$ cat src/rtl/control_unit.sv
// control_unit: microcoded fetch/decode/execute sequencer for the 16-bit SAP computer
// Ports: i_clk/i_rst (sync, active-high), i_step_en clock enable, i_instr IR contents,
//        i_flag_c/i_flag_z flags; o_bus_sel bus source, o_*_load register loads, o_ram_wr,
//        o_pc_inc/o_pc_load PC control, o_alu_op ALU operation, o_tstate T-state, o_halted.
module control_unit (
  input  logic        i_clk,
  input  logic        i_rst,
  input  logic        i_step_en,
  input  logic [15:0] i_instr,
  input  logic        i_flag_c,
  input  logic        i_flag_z,
  output logic [2:0]  o_bus_sel,
  output logic        o_mar_load,
  output logic        o_ram_wr,
  output logic        o_ir_load,
  output logic        o_pc_inc,
  output logic        o_pc_load,
  output logic        o_a_load,
  output logic        o_b_load,
  output logic        o_flags_load,
  output logic        o_out_load,
  output logic [3:0]  o_alu_op,
  output logic [2:0]  o_tstate,
  output logic        o_halted
);
  typedef enum logic [2:0] {T0, T1, T2, T3, T4, T5} tstate_t;
  localparam logic [2:0] BUS_PC = 3'd1, BUS_RAM = 3'd2, BUS_IR = 3'd3, BUS_A = 3'd4, BUS_ALU = 3'd5;
  tstate_t r_t;
  logic r_halted;
  logic [3:0] w_op;
  logic w_alu2, w_mem, w_last, w_run, w_unused;
  logic [3:0] w_alu_fn;
  assign w_op = i_instr[15:12];
  assign w_unused = ^i_instr[11:0];
  assign w_alu2 = w_op == 4'h2 || w_op == 4'h3 || w_op == 4'h9 || w_op == 4'hA || w_op == 4'hB;
  assign w_mem = w_op == 4'h1 || w_op == 4'h4;
  // T4 and the unreachable T5 always wrap; shorter instructions end at T2 or T3
  assign w_last = r_t >= T4 || (r_t == T3 && !w_alu2) || (r_t == T2 && !w_alu2 && !w_mem);
  assign w_run = !i_rst && i_step_en && !r_halted;
  assign w_alu_fn = w_op == 4'h3 ? 4'd1 :
                    w_op == 4'h9 ? 4'd4 :
                    w_op == 4'hA ? 4'd5 :
                    w_op == 4'hB ? 4'd6 :
                    w_op == 4'hC ? 4'd2 :
                    w_op == 4'hD ? 4'd3 : 4'd0;
  assign o_tstate = r_t;
  assign o_halted = r_halted;
  always_ff @(posedge i_clk) begin
    if (i_rst) begin
      r_t <= T0;
      r_halted <= 1'b0;
    end else if (w_run) begin
      r_t <= w_last ? T0 : tstate_t'(r_t + 3'd1);
      r_halted <= r_t == T2 && w_op == 4'hF;
    end
  end
  always_comb begin
    o_bus_sel = 3'd0;
    o_mar_load = 1'b0;
    o_ram_wr = 1'b0;
    o_ir_load = 1'b0;
    o_pc_inc = 1'b0;
    o_pc_load = 1'b0;
    o_a_load = 1'b0;
    o_b_load = 1'b0;
    o_flags_load = 1'b0;
    o_out_load = 1'b0;
    o_alu_op = 4'd0;
    if (w_run) begin
      case (r_t)
        T0: begin
          o_bus_sel = BUS_PC;
          o_mar_load = 1'b1;
        end
        T1: begin
          o_bus_sel = BUS_RAM;
          o_ir_load = 1'b1;
          o_pc_inc = 1'b1;
        end
        T2: begin
          case (w_op)
            4'h1, 4'h2, 4'h3, 4'h4, 4'h9, 4'hA, 4'hB: begin
              o_bus_sel = BUS_IR;
              o_mar_load = 1'b1;
            end
            4'h5: begin
              o_bus_sel = BUS_IR;
              o_a_load = 1'b1;
            end
            4'h6, 4'h7, 4'h8: begin
              o_bus_sel = BUS_IR;
              o_pc_load = w_op == 4'h6 || (w_op == 4'h7 && i_flag_c) || (w_op == 4'h8 && i_flag_z);
            end
            4'hC, 4'hD: begin
              o_bus_sel = BUS_ALU;
              o_alu_op = w_alu_fn;
              o_a_load = 1'b1;
              o_flags_load = 1'b1;
            end
            4'hE: begin
              o_bus_sel = BUS_A;
              o_out_load = 1'b1;
            end
            default: ;
          endcase
        end
        T3: begin
          o_bus_sel = w_op == 4'h4 ? BUS_A : (w_op == 4'h1 || w_alu2) ? BUS_RAM : 3'd0;
          o_a_load = w_op == 4'h1;
          o_ram_wr = w_op == 4'h4;
          o_b_load = w_alu2;
        end
        T4: begin
          o_bus_sel = w_alu2 ? BUS_ALU : 3'd0;
          o_alu_op = w_alu2 ? w_alu_fn : 4'd0;
          o_a_load = w_alu2;
          o_flags_load = w_alu2;
        end
        default: ;
      endcase
    end
  end
endmodule

$ cat config.mk
export PLATFORM = sky130hd
export DESIGN_NAME = control_unit
export DESIGN_NICKNAME = d
export VERILOG_FILES = /design/src/rtl/control_unit.sv
export SDC_FILE = /design/constraint.sdc
export NUM_CORES = 1
export LEC_CHECK = 0
export CELL_PAD_IN_SITES_DETAIL_PLACEMENT = 1
export CELL_PAD_IN_SITES_GLOBAL_PLACEMENT = 1
export CORE_MARGIN = 2
export CORE_UTILIZATION = 25
export DETAILED_ROUTE_END_ITERATION = 12
export HOLD_SLACK_MARGIN = 0.06
export PLACE_DENSITY = 0.86
export SYNTH_ARGS = -nofsm -noshare
export SYNTH_HDL_FRONTEND = slang
export SYNTH_SLANG_ARGS = --single-unit
$ cat constraint.sdc
create_clock -name i_clk -period 2.31 [get_ports i_clk]
set_input_delay 0.231 -clock i_clk [delete_from_list [all_inputs] [get_ports i_clk]]
set_output_delay 0.231 -clock i_clk [all_outputs]
set_load 0.1 [all_outputs]
Word level (Yosys, flattened, before mapping):

Cells that the tools add are included.

* register bits after elaboration: 4
* word-level logic and storage cells: 89
* output and inout bits: 20
* input bits: 21

* reductions and logical operators: 28
* $add $sub $neg: 1
* $lt $le $gt $ge: 1
* eq/ne operators: 19
* muxes and demuxes: 38

Operator list (count)
* 3-bit 2-to-1 mux: 11
* 4-bit equality test, second input constant: 8
* 1-bit 2-to-1 mux: 18
* 4-bit by 3-bit equality test with 1-bit output, second input constant: 4
* 3-bit case mux with 5 select lines: 1
* 11-bit OR reduction: 1
* 1-bit logical OR: 10
* 3-bit case mux with 3 select lines: 1
* 4-bit by 2-bit equality test with 1-bit output, second input constant: 2
* 1-bit logical AND: 8
* 7-bit OR reduction: 1
* 3-bit by 2-bit equality test with 1-bit output, second input constant: 2
* 2-bit 2-to-1 mux: 3
* 3-bit case mux with 2 select lines: 1
* 3-bit OR reduction: 2
* 4-bit by 1-bit equality test with 1-bit output, second input constant: 1
* 1-bit logical NOT: 4
* 1-bit case mux with 2 select lines: 2
* 3-bit by 1-bit adder with 3-bit output, second input constant: 1
* 3-bit by 1-bit equality test with 1-bit output, second input constant: 1
* 3-bit equality test, second input constant: 1
* 3-bit greater-or-equal comparator, second input constant: 1
* 3-bit logical NOT: 1
* 1-bit case mux with 3 select lines: 1
* 2-bit OR reduction: 1

Longest topological paths before layout:

Gate-level depths: netlist of the first run.

* depth in word-level cells: 10
* mapped depth: 6
* mapped depth without buffers: 6

Worst setup path before layout of the first run:

Ideal clock, no wire load.

* path kind: flip-flop to output port
* from: register r_t[1] (netlist: o_tstate[1])
* to: output port o_alu_op[0]
* arrival time: 4.072 ns
* cell stages (with the launch flop): 6
* required time: 2.079 ns
* path buffers: 0
* setup slack: -1.993 ns
* cells stage by stage: dfxtp_1 > ha_1 > nand4b_1 > nor2_1 > o21ai_1 > a221oi_1

* longest elaborated chain between the ends: 3
* elaborated cells on any way between the ends: 4
* classes of those cells: eq/ne (2); mux (2)

RTL lines
* start: declaration: line 28 `tstate_t r_t;`
* start signal: assignment: line 53 `r_t <= w_last ? T0 : tstate_t'(r_t + 3'd1);`
* 3-bit equality test / 3-bit by 2-bit equality test with 1-bit output (equally long branches): line 70 `case (r_t)`
* 3-bit case mux with 2 select lines (*): line 70
* 3-bit 2-to-1 mux (*): line 69 `if (w_run) begin`
* end: declaration: line 22 `output logic [3:0] o_alu_op,`

Mark *: on every way between the ends. The rest lies on a longest branch, timed or not.

Worst setup path in the final report of the first run:

* from: input port i_instr[13]
* to: output port o_bus_sel[2]

* longest elaborated chain between the ends: 8
* elaborated cells on any way between the ends: 25
* classes of those cells: eq/ne (14); mux (5); reduce/logical (6)

RTL lines
* start: declaration: line 9 `input logic [15:0] i_instr,`
* parallel branches: the longest is 6 deep, another holds 11-bit OR reduction
* 3-bit case mux with 5 select lines (*): line 70
* 3-bit 2-to-1 mux (*): line 69
* end: declaration: line 12 `output logic [2:0] o_bus_sel,`

Mark *: on every way between the ends.

==> impl_summary.txt, run 1 <==
----------------------------------------------------
[Synth]
  Share of the synthesized netlist area taken by xor and xnor gates ... 0
  Synthesized-area fraction occupied by and/or/nand/nor cells ... 0.4112
  Proportion of synthesized flip-flops having asynchronous set or reset ... 0
  Flip-flop cell with the highest count after synthesis ... sky130_fd_sc_hd__dfxtp_1
  YS warnings ... 0
  Count of distinct cell types in the synthesized netlist ... 36
  Compound-gate portion of the synthesized area ... 0.2675
  Mean instance size in the synthesized netlist ... 6.814 sq um
  Cell Area, Synth ... 626.9 sq um
  Number of nets in the synthesized netlist ... 118
  Post-synthesis share of cell area spent on full adders, half adders and majority gates ... 0.09980
  Count of state elements after synthesis ... 4
  Number of synthesized flops with an enable pin ... 0
  Mapped Cells ... 92
  Sequential-to-total area share from yosys stat ... 0.1277
  Portion of netlist area occupied by mux cells ... 0
  Dominant combinational cell family by area after synthesis ... simple AND/OR/NAND/NOR gates

[Worst setup path]
  Critical-path maximum fanout ... 10
  Worst setup path class ... input pin to output port
  End of the worst register-to-register path ... o_tstate[2]
  Critical Path End Type ... output port
  Number of cells on the worst reg-to-reg path ... 5
  Worst Path Required ... 2.08 ns
  Worst endpoint data arrival time ... 2.02 ns
  Startpoint Class ... input pin
  Slack of the worst reg-to-reg path ... 0.70 ns
  Origin of the critical flop-to-flop path ... o_tstate[0]
  CP startpoint ... i_instr[13]

[GRT]
  Global-route wire length before repair ... 3.857 mm
  Largest net degree at the start of global routing ... 14
  Vias in the first global route ... 804
  Overflow after GRT ... 0
  Antenna violations before repair ... 0
  Global Route Usage Sum ... 0.1797

[Layout]
  Number of nets at the end of the flow ... 153
  Fill count ... 281
  Synth-to-Final Area Change ... 113.6%
  Fraction of layout cells with a size suffix above 1 ... 0.5200
  Share of the core filled with cells in the final layout ... 0.5504
  Diodes inserted ... 0

[Clock network]
  Clk slew on worst S/H paths ... 0.03 ns
  Clock latency on the worst-skew pair ... 0.23 ns
  Number of sinks handled by clock tree synthesis ... 4
  CTS root buffer ... sky130_fd_sc_hd__clkbuf_4
  Clock tree buffer depth ... 2
  CTS tree ... done
  Number of buffers created by CTS ... 3
  CTS H-tree depth ... 1

[Route]
  Wire length per cell after detailed routing ... 16.41 microns
  Wire length on met3 ... 107 microns
  Routed met1 length ... 1.010 mm
  First drt pass iteration count ... 3
  Post-route DRC ... 0
  Via count ... 820
  Total wirelength of the detailed-routed design ... 2.543 mm
  Amount of wire on met2 after detailed routing ... 1.385 mm
  Antenna Violating Nets Remaining ... 0
  Top Metal Used ... met4
  Number of vias per cell ... 5.290
  Violation count after the first detailed-routing iteration ... 6

[Power]
  Ratio of total power to cell area ... 267.2 nW/um^2
  Total net switching power ... 0.1617 mW
  Maximum VDD drop ... 0.2913 mV
  Fraction of power consumed by the clock network ... 0.229
  Logic pwr share ... 0.561
  Proportion of total power due to net switching ... 0.4520
  Static leakage ... 0.5003 nW
  Internal Pwr Total ... 0.1960 mW
  Sequential cell fraction of total power ... 0.210

[Placed design]
  Count of port buffers added during placement ... 27
  Routability cong. ... 0.8986
  Sum of net half-perimeters after detailed placement ... 2.111 mm

[Hold path]
  Hold path startpoint ... o_halted
  Class of the tightest hold or removal check ... flop to flop
  Worst Hold Path Cells ... 2
  Worst Hold End ... o_halted

[Timing]
  Transition at the pin with the smallest max-transition slack ... 0.6086 ns
  Relative slew margins ... 0.5915
  Setup violators final ... 0
  Maximum achievable frequency ... 443.8 MHz
  Minimum period implied by the final worst setup slack ... 2.253 ns
  Sum of negative setup slack ... 0 ns
  Clk_skew ... 0.0007257 ns
  Pins over their slew limit ... 0
  Final hold violations ... 0
  Part of the cycle the worst path needs ... 0.9755

[Outcome]
  Outcome ... completed

[Floorplanning]
  Die Outline Area ... 2924 sq um
  Die Y-Extent ... 54.08 microns
  Die Wd ... 54.08 microns
  Placement row count ... 18
  Initial Util ... 0.2577
  Num ports ... 41
  Standard cell core area ... 2432 sq um

[Flow run]
  Max_cap viols ... 0

----------------------------------------------------
[cells in the final DEF, fill, tap and decap left out, types with 3 or more instances in the layout]
master / instances
sky130_fd_sc_hd__nor2_4: 3
sky130_fd_sc_hd__o21ai_0: 4
sky130_fd_sc_hd__clkdlybuf4s50_1: 8
sky130_fd_sc_hd__buf_12: 16
sky130_fd_sc_hd__clkbuf_4: 3
sky130_fd_sc_hd__nor2_2: 3
sky130_fd_sc_hd__o21ai_1: 3
sky130_fd_sc_hd__buf_4: 13
sky130_fd_sc_hd__nor2_1: 7
sky130_fd_sc_hd__a21oi_1: 6
sky130_fd_sc_hd__a31oi_4: 3
sky130_fd_sc_hd__nand2_1: 7
sky130_fd_sc_hd__inv_1: 3
sky130_fd_sc_hd__ha_1: 3
sky130_fd_sc_hd__nor3b_4: 3
sky130_fd_sc_hd__dfxtp_4: 4
[cells by family (layout without fill, tap and decap cells)]
kind of cell / count (synthesis) / after routing
AND/OR/NAND/NOR: 45 / 45
AO/OA/AOI/OAI: 26 / 26
buffers and inverters: 11 / 44
adder cells (fa/ha/maj): 5 / 5
flip-flops: 4 / 4
other: 1 / 1
[layout make-up]
class | instances | area (sq um) | share of cell area
Sequential cell | 4 | 95.09 | 0.07103
Tap cell | 30 | 37.54 | 0.02804
Inverter | 4 | 15.01 | 0.01121
Timing Repair Buffer | 37 | 498.0 | 0.3720
Clock buffer | 3 | 22.52 | 0.01682
Multi-Input combinational cell | 77 | 670.6 | 0.5009
[repair_timing]
item                       CTS  global route
buffers inserted             0             3
pin swaps                    0             4
setup endpoints to repair    5             5
hold buffers                 0             0
gates cloned                 0             0
gates resized for setup      5             9
hold endpoints to repair     0             0
[flip-flops by register name (all words and copies together) (netlist names)]
signal	cells
o_tstate	3
o_halted	1
[through the flow]
| stage | std cells | hold slack [ns] | power [mW] | setup WS, ns | instance area, sq um |
|---|---|---|---|---|---|
| floorplan | 92 | 0.2904 | 0.2048 | -0.1224 | 767.0 |
| global placement | 149 | 0.4786 | 0.2631 | 0.1309 | 1227 |
| detailed placement | 149 | 0.4933 | 0.2689 | 0.04030 | 1227 |
| CTS | 152 | 0.5006 | 0.3590 | 0.002197 | 1271 |
| global route | 155 | 0.5157 | 0.3804 | -0.002463 | 1339 |
| finish | 155 | 0.4938 | 0.3577 | 0.05651 | 1339 |
[power by group through the flow]
| stage | sequential, mW | combinational [mW] | clock (mW) |
|---|---|---|---|
| finish | 0.0751 | 0.201 | 0.0818 |
| global route | 0.0760 | 0.211 | 0.0931 |
| global placement | 0.0748 | 0.188 | 0 |
| floorplan | 0.0931 | 0.112 | 0 |
| detailed placement | 0.0754 | 0.194 | 0 |
| CTS | 0.0745 | 0.197 | 0.0874 |
[worst max-delay path by stage]
stage                    to  slack [ns]  depth (start not counted)
2_1_floorplan   o_alu_op[0]       -0.12                          6
3_3_place_gp       o_a_load        0.13                          6
3_5_place_dp       o_a_load        0.04                          6
4_1_cts         o_alu_op[0]       0.002                          7
5_1_grt        o_bus_sel[2]      -0.002                          6
6_report       o_bus_sel[2]        0.06                          6
[critical path, cell delays in order]
cell	delay, ns
sky130_fd_sc_hd__clkdlybuf4s50_1	0.51
sky130_fd_sc_hd__buf_4	0.23
sky130_fd_sc_hd__nor2_1	0.30
sky130_fd_sc_hd__nand3_1	0.27
sky130_fd_sc_hd__a31oi_4	0.27
sky130_fd_sc_hd__buf_12	0.20
[cells in the mapped netlist, types with 2 or more instances]
cell / instances / share of area
sky130_fd_sc_hd__nor2_1: 12 / 0.072
sky130_fd_sc_hd__nand2_1: 8 / 0.048
sky130_fd_sc_hd__a21oi_1: 6 / 0.048
sky130_fd_sc_hd__buf_2: 5 / 0.040
sky130_fd_sc_hd__ha_1: 5 / 0.10
sky130_fd_sc_hd__o21ai_0: 5 / 0.040
sky130_fd_sc_hd__a31oi_1: 4 / 0.040
sky130_fd_sc_hd__dfxtp_1: 4 / 0.13
sky130_fd_sc_hd__inv_1: 4 / 0.024
sky130_fd_sc_hd__nor2b_1: 4 / 0.040
sky130_fd_sc_hd__and3_1: 3 / 0.030
sky130_fd_sc_hd__o21ai_1: 3 / 0.024
sky130_fd_sc_hd__buf_4: 2 / 0.024
sky130_fd_sc_hd__nand2b_1: 2 / 0.020
sky130_fd_sc_hd__nand3_1: 2 / 0.016
sky130_fd_sc_hd__nor3_1: 2 / 0.016
sky130_fd_sc_hd__nor3b_1: 2 / 0.024
[routing by layer]
layer,vias to the layer above,global-route usage
met3,4,0.02222
li1,399,-
met2,22,0.3293
met1,395,0.2109
met4,0,0.06667
met5,-,0
Power figures use the tool's default switching activity.
==> inputs of run 2 (changes only) <==
--- a/config.mk
+++ b/config.mk
@@ -12,6 +12,7 @@
 export DETAILED_ROUTE_END_ITERATION = 12
 export HOLD_SLACK_MARGIN = 0.06
 export PLACE_DENSITY = 0.86
+export SKIP_CTS_REPAIR_TIMING = 1
 export SYNTH_ARGS = -nofsm -noshare
 export SYNTH_HDL_FRONTEND = slang
 export SYNTH_SLANG_ARGS = --single-unit
==> run 2 against run 1 <==
Net effect:
- die area did not move
- worst setup slack better by 0.033 ns
- utilization is 1.5 points lower
- worst hold slack lost 0.00061 ns
- design area is 2.8% lower
- combinational power barely moved
- sequential share of layout area up 0.20 points
- count of clock-buffer cells in the layout unchanged
- register-to-register slack worse by 0.02 ns
- power decreased by 0.76%
- critical endpoint unchanged
- largest power group unchanged
==> impl_summary.txt, run 2 (synthesis results as in run 1) <==
----------------------------------------------------
[Power]
  Internal Pwr Total ... 0.1948 mW
  Maximum VDD drop ... 0.2895 mV
  Fraction of power consumed by the clock network ... 0.230
  Total net switching power ... 0.1602 mW
  Sequential cell fraction of total power ... 0.210
  Ratio of total power to cell area ... 272.8 nW/um^2
  Proportion of total power due to net switching ... 0.4512
  Static leakage ... 0.4824 nW
  Logic pwr share ... 0.559
  PnR Total Power ... 0.3550 mW

[Layout]
  Fill count ... 283
  Leading cell type in the layout, fill and taps excluded ... sky130_fd_sc_hd__buf_12
  Area taken by flip-flops and latches ... 95.09 sq um
  Non-filler cells in the finished layout ... 153
  Total area of multi-input combinational cells ... 660.6 sq um
  Max reg flops ... 3
  Synth-to-Final Area Change ... 107.6%
  Most frequent cells in the layout ... sky130_fd_sc_hd__buf_12, sky130_fd_sc_hd__buf_4, sky130_fd_sc_hd__clkdlybuf4s50_1, sky130_fd_sc_hd__nand2_1, sky130_fd_sc_hd__nor2_1
  Fraction of layout cells with a size suffix above 1 ... 0.5122
  Number of nets at the end of the flow ... 151
  Diodes inserted ... 0

[Worst setup path]
  Number of buffer and inverter instances along the worst setup path ... 3
  Worst setup path class ... input pin to output port
  Critical path destination ... o_bus_sel[2]
  WP depth ... 6
  Slack of the worst reg-to-reg path ... 0.68 ns
  Cell family with the largest share of critical-path delay ... buffers and inverters
  Critical Path End Type ... output port
  Startpoint Class ... input pin
  Worst Path Required ... 2.08 ns
  End of the worst register-to-register path ... o_tstate[2]
  Worst endpoint data arrival time ... 1.99 ns
  Critical-path maximum fanout ... 10
  Critical path cell sequence ... clkdlybuf4s50_1 -> buf_4 -> nor2_1 -> nand3_1 -> a31oi_4 -> buf_12
  Origin of the critical flop-to-flop path ... o_tstate[0]
  Number of cells on the worst reg-to-reg path ... 5
  CP startpoint ... i_instr[13]
  Critical-path top delay cell ... sky130_fd_sc_hd__clkdlybuf4s50_1
  CP peak stage delay ... 0.51 ns

[Clock network]
  Clk slew on worst S/H paths ... 0.03 ns
  Number of sinks handled by clock tree synthesis ... 4
  CTS root buffer ... sky130_fd_sc_hd__clkbuf_4
  CTS tree ... done
  Clock latency on the worst-skew pair ... 0.23 ns
  CTS H-tree depth ... 1
  Clock tree buffer depth ... 2
  Number of buffers created by CTS ... 3

[Floorplanning]
  Die Wd ... 54.08 microns
  Initial Util ... 0.2577
  Die Outline Area ... 2924 sq um
  Num ports ... 41
  Standard cell core area ... 2432 sq um
  Placement row count ... 18
  Die Y-Extent ... 54.08 microns

[Outcome]
  Outcome ... completed

[Timing]
  Maximum achievable frequency ... 450.4 MHz
  Pins over their slew limit ... 0
  Relative slew margins ... 0.5895
  Part of the cycle the worst path needs ... 0.9611
  Final hold violations ... 0
  Clk_skew ... 0.0007257 ns
  Setup violators final ... 0
  Minimum period implied by the final worst setup slack ... 2.220 ns
  Transition at the pin with the smallest max-transition slack ... 0.6117 ns

[Route]
  Wire length per cell after detailed routing ... 16.27 microns
  Number of vias per cell ... 5.203
  Violation count after the first detailed-routing iteration ... 11
  First drt pass iteration count ... 3
  Total wirelength of the detailed-routed design ... 2.489 mm
  Antenna Violating Nets Remaining ... 0
  Via count ... 796
  Post-route DRC ... 0

[GRT]
  Antenna violations before repair ... 0
  Vias in the first global route ... 802
  Global Route Usage Sum ... 0.1803
  Global-route wire length before repair ... 3.864 mm
  Largest net degree at the start of global routing ... 14
  Overflow after GRT ... 0

[Placed design]
  Routability cong. ... 0.8986
  Placed cell count ... 149
  Count of port buffers added during placement ... 27
  Sum of net half-perimeters after detailed placement ... 2.111 mm

[Flow run]
  Max_cap viols ... 0

[Hold path]
  Class of the tightest hold or removal check ... flop to flop

----------------------------------------------------
-- run 2: cell count changes in the layout (fill, tap and decap cells not counted) --
cell	previous run	this run
sky130_fd_sc_hd__ha_2	1	2
sky130_fd_sc_hd__buf_4	13	12
sky130_fd_sc_hd__buf_12	16	15
sky130_fd_sc_hd__ha_4	1	0
-- run 2: area by class of cell --
cell class                 instances  share of cell area
timing repair buffer              35              0.3615
multi-input combinational         77              0.5077
tap                               30             0.02885
inverter                           4             0.01154
clock buffer                       3             0.01731
sequential                         4             0.07308
-- run 2: how the worst min path moves through the flow --
stage / cells past startpoint / from / to / slack, ns
floorplan: 1 / i_rst / o_tstate[0] / 0.29
global route: 2 / o_halted / o_halted / 0.52
finish: 2 / o_halted / o_halted / 0.49
global placement: 2 / o_halted / o_halted / 0.48
detailed placement: 2 / o_halted / o_halted / 0.49
CTS: 2 / o_halted / o_halted / 0.50
-- run 2: worst min-delay path, stage by stage, from the launching register on --
cell	delay, ns
sky130_fd_sc_hd__dfxtp_4	0.34
sky130_fd_sc_hd__a41oi_1	0.04
sky130_fd_sc_hd__nor2_1	0.07
-- run 2: metrics by stage --
step | worst slack (ns) | utilization | setup TNS [ns] | hold slack, ns | instance area [sq um]
5_1_grt | -0.003733 | 0.5350 | -0.007016 | 0.5157 | 1301
2_1_floorplan | -0.1224 | - | -0.2243 | 0.2904 | 767.0
3_5_place_dp | 0.04030 | 0.5046 | 0 | 0.4933 | 1227
6_report | 0.08985 | 0.5350 | 0 | 0.4931 | 1301
4_1_cts | -0.1132 | 0.5139 | -0.4631 | 0.5006 | 1250
3_3_place_gp | 0.1309 | 0.5046 | 0 | 0.4786 | 1227
-- run 2: power by group through the flow --
stage,Sequential (mW),Combinational (mW),Clock [mW]
2_1_floorplan,0.0931,0.112,0
3_3_place_gp,0.0748,0.188,0
3_5_place_dp,0.0754,0.194,0
4_1_cts,0.0745,0.194,0.0874
5_1_grt,0.0756,0.209,0.0931
6_report,0.0747,0.199,0.0818
-- run 2: metal layers --
layer / part of all wire / vias to the layer above / track usage / wire, microns
met5: 0 / - / 0 / 0
met4: 0.0056 / 0 / 0.05000 / 14
met3: 0.045 / 2 / 0.02222 / 111
met2: 0.55 / 20 / 0.3415 / 1380
met1: 0.39 / 380 / 0.2092 / 982
li1: - / 394 / - / -
